File: config.mk
export PLATFORM = sky130hd
export DESIGN_NAME = cpu_fifo_bridge
export DESIGN_NICKNAME = d
export VERILOG_FILES = /design/src/rtl/cpu_fifo_bridge.sv
export SDC_FILE = /design/constraint.sdc
export NUM_CORES = 1
export LEC_CHECK = 0
export ABC_AREA = 1
export BUFFER_PORTS_ARGS = -buffer_cell sky130_fd_sc_hd__buf_2
export CAP_MARGIN = 5
export CORE_UTILIZATION = 50
export CTS_BUF_LIST = sky130_fd_sc_hd__clkbuf_16
export DETAILED_ROUTE_END_ITERATION = 7
export GPL_TIMING_DRIVEN = 0
export MAX_ROUTING_LAYER = met4
export PLACE_DENSITY = 0.83
export SLEW_MARGIN = 20
export SYNTH_ARGS = -nofsm -noshare
export SYNTH_HDL_FRONTEND = slang
export SYNTH_SLANG_ARGS = --single-unit
File: constraint.sdc
create_clock -name cpu_clk -period 1.7 [get_ports cpu_clk]
set_input_delay 0.34 -clock cpu_clk [delete_from_list [all_inputs] [get_ports cpu_clk]]
set_output_delay 0.34 -clock cpu_clk [all_outputs]
set_load 0.005 [all_outputs]
File: src/rtl/cpu_fifo_bridge.sv
// CPU-side endpoint of the CPU<->FPGA FIFO link: serializes one blocking request
// into tagged FIFO words and reassembles the two-word read response.
module cpu_fifo_bridge #(
  parameter int ADDRESS_DATA_WIDTH = 34
) (
  input  logic                          cpu_clk,
  input  logic                          rst,
  input  logic                          mem_read,
  input  logic                          mem_write,
  input  logic [31:0]                   mem_addr,
  input  logic [63:0]                   mem_wdata,
  output logic [63:0]                   mem_rdata,
  output logic                          mem_resp,
  output logic                          w_en_CPU_to_FPGA_FIFO,
  output logic [ADDRESS_DATA_WIDTH-1:0] wdata_CPU_to_FPGA_FIFO,
  input  logic                          full_CPU_to_FPGA_FIFO,
  output logic                          r_en_FPGA_to_CPU_FIFO,
  input  logic [ADDRESS_DATA_WIDTH-1:0] rdata_FPGA_to_CPU_FIFO,
  input  logic                          empty_FPGA_to_CPU_FIFO,
  output logic                          error
);

  localparam int PW = ADDRESS_DATA_WIDTH - 2;

  localparam logic [1:0] TAG_RADDR = 2'b00;
  localparam logic [1:0] TAG_WADDR = 2'b01;
  localparam logic [1:0] TAG_DLO   = 2'b10;
  localparam logic [1:0] TAG_DHI   = 2'b11;

  typedef enum logic [3:0] {
    IDLE, SEND_ADDR, SEND_DLO, SEND_DHI, POP_DLO, CAP_DLO, POP_DHI, CAP_DHI, RESP
  } state_t;

  typedef struct packed {
    logic        is_read;
    logic [63:0] data;
  } req_t;

  state_t state, state_nxt;
  req_t   req_q;
  logic   push, pop;
  logic [1:0] rtag;

  assign push = w_en_CPU_to_FPGA_FIFO;
  assign pop  = r_en_FPGA_to_CPU_FIFO;
  assign rtag = rdata_FPGA_to_CPU_FIFO[ADDRESS_DATA_WIDTH-1 -: 2];

  always_ff @(posedge cpu_clk or negedge rst) begin
    if (!rst) state <= IDLE;
    else      state <= state_nxt;
  end

  always_comb begin
    state_nxt = state;
    case (state)
      IDLE:      if (mem_read || mem_write) state_nxt = SEND_ADDR;
      SEND_ADDR: if (push) state_nxt = req_q.is_read ? POP_DLO : SEND_DLO;
      SEND_DLO:  if (push) state_nxt = SEND_DHI;
      SEND_DHI:  if (push) state_nxt = RESP;
      POP_DLO:   if (pop)  state_nxt = CAP_DLO;
      CAP_DLO:   state_nxt = POP_DHI;
      POP_DHI:   if (pop)  state_nxt = CAP_DHI;
      CAP_DHI:   state_nxt = RESP;
      RESP:      state_nxt = IDLE;
      default:   state_nxt = IDLE;
    endcase
  end

  always_comb begin
    w_en_CPU_to_FPGA_FIFO = 1'b0;
    r_en_FPGA_to_CPU_FIFO = 1'b0;
    case (state)
      SEND_ADDR, SEND_DLO, SEND_DHI: w_en_CPU_to_FPGA_FIFO = !full_CPU_to_FPGA_FIFO;
      POP_DLO, POP_DHI:              r_en_FPGA_to_CPU_FIFO = !empty_FPGA_to_CPU_FIFO;
      default: ;
    endcase
  end

  // The outgoing word register is preloaded with the next word on each push,
  // so it stays stable while the FIFO is full.
  always_ff @(posedge cpu_clk or negedge rst) begin
    if (!rst) begin
      req_q                  <= '0;
      wdata_CPU_to_FPGA_FIFO <= '0;
      mem_rdata              <= '0;
      mem_resp               <= 1'b0;
      error                  <= 1'b0;
    end else begin
      mem_resp <= (state_nxt == RESP);
      case (state)
        IDLE: begin
          if (mem_read) begin
            req_q.is_read          <= 1'b1;
            wdata_CPU_to_FPGA_FIFO <= {TAG_RADDR, mem_addr};
          end else if (mem_write) begin
            req_q.is_read          <= 1'b0;
            req_q.data             <= mem_wdata;
            wdata_CPU_to_FPGA_FIFO <= {TAG_WADDR, mem_addr};
          end
        end
        SEND_ADDR: if (push && !req_q.is_read)
          wdata_CPU_to_FPGA_FIFO <= {TAG_DLO, req_q.data[31:0]};
        SEND_DLO: if (push)
          wdata_CPU_to_FPGA_FIFO <= {TAG_DHI, req_q.data[63:32]};
        CAP_DLO: begin
          mem_rdata[31:0] <= rdata_FPGA_to_CPU_FIFO[PW-1:0];
          if (rtag != TAG_DLO) error <= 1'b1;
        end
        CAP_DHI: begin
          mem_rdata[63:32] <= rdata_FPGA_to_CPU_FIFO[PW-1:0];
          if (rtag != TAG_DHI) error <= 1'b1;
        end
        default: ;
      endcase
    end
  end

endmodule

==> flow_summary.toml <==
[timing]
hold_violations = 0
layout_min_cycle_time_ns = 1.80
setup_viol = 19
skew_ns = 0.0176
period_share_pct = 106
slew_headroom_pct = 59.3
fmax_ghz = 0.555
worst_pin_slew_ns = 0.610
rsz0062_at_grt = "true"
setup_ws_ns = -0.102
final_max_slew_viol_count = 0

[power_and_ir_drop]
combPwrFrac_pct = 44.3
power.switching_uw = 7430
internal_power_uw = 11600
p_seq_share_pct = 36.9
sw_frac_of_total_pct = 39.0
power_leakage_uw = 0.00543
pwr-share-clk_pct = 18.8
p_per_area_nw_per_um2 = 1980
ir_worst_vdd_mv = 1.08

[global_routing]
grt_max_degree = 90
grtUsageTotal_pct = 28.7
grt_overflow = 0
antenna_found_initial = 1
grt_pass1_vias = 6560
grt_pass1_wl_um = 31700

[critical_path]
cp_slowest_stage_delay_ns = 0.44
arrival_ns = 1.46
reg2regPathDepth = 9
cp.required_ns = 1.36
r2r_setup_slack_ns = -0.02
path_cells = "nor2_4, buf_6, nand2_2, nor2_2, buf_2"
crit_path_top_delay_cell = "dfrtp_2"
crit_cells = 5
cp-end-kind = "primary output"
crit_path_start_kind = "register"
critPathKind = "reg2out"
critPathBufInv = 2
cp_top_family = "flip-flops"
critPathMaxFanout = 4

[status]
status = "finished with violations"
violations = "setup timing"

[yosys]
yosysSeqAreaShare_pct = 58.1
yosysWarnings = 0
avgSynthCellArea_um2 = 8.43
syn-num-nets = 999
async_reset_ff_share_pct = 100
syn_inst = 863
ys_ff_latch = 169
synth_area_um2 = 7270
synth_edf_count = 0
synth.distinct_cells = 24
synthFlopType = "dfrtp_1"

[placement]
port_buffers = 237
dpl_cell_area_um2 = 8720
place_hpwl_um = 14200
place.gp.congestion = 0.851

[floorplanning]
start_util_pct = 51.8
num_io_pins = 238
chipHeight_um = 123
rows = 43
die_area_um2 = 15000
die_w_um = 123
core_um2 = 14000

[cts]
clk_latency_ns = 0.43
cts_buffers = 17
cts.sinks = 169
cts_buffer_depth = 2
cts_tree = "yes"
clock_tree.root_cell = "clkbuf_16"
clk_pin_slew_ns = 0.06
h-tree-depth = 4

[routing]
avgRoutedWirePerCell_um = 15.5
drtPass1Iterations = 8
via_count = 7089
finalWirelength_um = 20800
drt_iter0_markers = 699
viasPerCell = 5.31
drcViolationCount = 0
ant_nets = 0

[min_path]
holdPathStages = 3
worstHoldPathType = "in2reg"

[finish]
drive_gt1_share_pct = 30.7
postLayoutCellArea_um2 = 9620
fin_util_pct = 68.5
syn2layout_area_growth_pct = 32.3
final_nets = 1279

[run]
maxCapViolCount = 0
[worst reg2reg max path: cells and delay by family (launching register included)]
kind / cells / cell delay [ns]
and+or+nand+nor: 6 / 0.65
DFF: 1 / 0.44
buffers and inverters: 3 / 0.51
[sequential cells by signal, indices dropped and copies added (netlist names)]
register,cells
req_q,65
mem_rdata,64
wdata_CPU_to_FPGA_FIFO,34
state,4
error,1
mem_resp,1
[synth_stat cells, types with 2 or more instances]
cell type | number | area [µm²]
inv_1 | 107 | 402
buf_1 | 2 | 7.51
nor2_1 | 8 | 30.0
buf_6 | 3 | 33.8
clkbuf_1 | 31 | 116
nand2_1 | 243 | 912
o21ai_0 | 131 | 656
dfrtp_1 | 169 | 4230
nand3_1 | 131 | 656
nor3_1 | 3 | 15.0
buf_2 | 16 | 80.1
inv_2 | 3 | 11.3
nand4_1 | 5 | 31.3
[per-stage QoR]
stage / worst slack [ns] / cells / TNS (ns) / hold WS [ns] / total power [µW]
2_1_floorplan: 0.221 / 863 / 0 / 0.0444 / 11300
3_3_place_gp: -2.26 / 1280 / -381.07 / 0.451 / 14000
3_5_place_dp: -0.0981 / 1281 / -3.18 / 0.366 / 14300
4_1_cts: -0.0445 / 1321 / -0.0890 / 0.149 / 18200
5_1_grt: -0.126 / 1336 / -2.00 / 0.159 / 20400
6_report: -0.102 / 1336 / -0.249 / 0.154 / 19100
[what timing repair did]
item / in CTS / in global routing
hold buffers: 1 / 0
gates resized for setup: 21 / 68
buffers inserted: 8 / 13
endpoints found under the setup margin: 100 / 157
hold endpoints to repair: 80 / 0
pin swaps: 2 / 6
gates cloned: 0 / 3
[cells by family (layout without fill, tap and decap cells)]
kind of cell | after synthesis | count (layout) | synth area share, %
flip-flops | 169 | 169 | 58.1
other | 0 | 1 | 0
AND/OR/NAND/NOR | 396 | 397 | 23.4
AO/OA/AOI/OAI | 134 | 134 | 9.36
buffers and inverters | 164 | 455 | 9.10
[final cells by class]
class / instances / area [µm²]
well taps: 180 / 225
fillers: 1104 / 4420
multi-input cells: 531 / 2470
clock buffers: 17 / 425
plain buffers: 53 / 307
repair buffers: 260 / 1430
diodes: 1 / 2.50
clock inverters: 14 / 118
flip-flops and latches: 169 / 4230
inverters: 111 / 418
[power groups by stage]
stage | Sequential (µW) | Combinational, µW | Clock (µW)
2_1_floorplan | 7010 | 4320 | 0
3_3_place_gp | 6940 | 7020 | 0
3_5_place_dp | 7010 | 7290 | 0
4_1_cts | 6990 | 7600 | 3610
5_1_grt | 7230 | 9370 | 3810
6_report | 7040 | 8440 | 3590
[routing by layer]
layer  vias up  wire, µm  global-route usage [%]
met5         -         0                       -
met4         0       654                    14.5
met3        60      1560                    4.97
met2       380     10300                    44.9
met1      3330      8280                    35.9
li1       3319         -                       -
[cells in the final DEF, fill, tap and decap left out, drive strengths merged]
master,n
nor3,3
bufinv,2
a21oi,1
o21ai,131
diode,1
nand3b,1
nor2,10
dfrtp,169
dlygate4sd3,1
clkinvlp,1
a32o,1
nand3,134
nand2,244
clkinv,9
nand4,5
buf,281
clkbuf,48
inv,113
o22ai,1
[final timing paths]
path / startpoint / end
min in group asynchronous: rst / mem_rdata[56]$_DFFE_PN0N_
setup reg to reg: state[3]$_DFF_PN0_ / wdata_CPU_to_FPGA_FIFO[21]$_DFFE_PN0P_
hold / removal: mem_wdata[18] / req_q[18]$_DFFE_PN0P_
hold reg to reg: wdata_CPU_to_FPGA_FIFO[32]$_DFFE_PN0P_ / wdata_CPU_to_FPGA_FIFO[32]$_DFFE_PN0P_
max in group asynchronous: rst / mem_rdata[3]$_DFFE_PN0P_
setup / recovery: state[3]$_DFF_PN0_ / w_en_CPU_to_FPGA_FIFO
No activity file was read; power rests on OpenSTA's default activity.
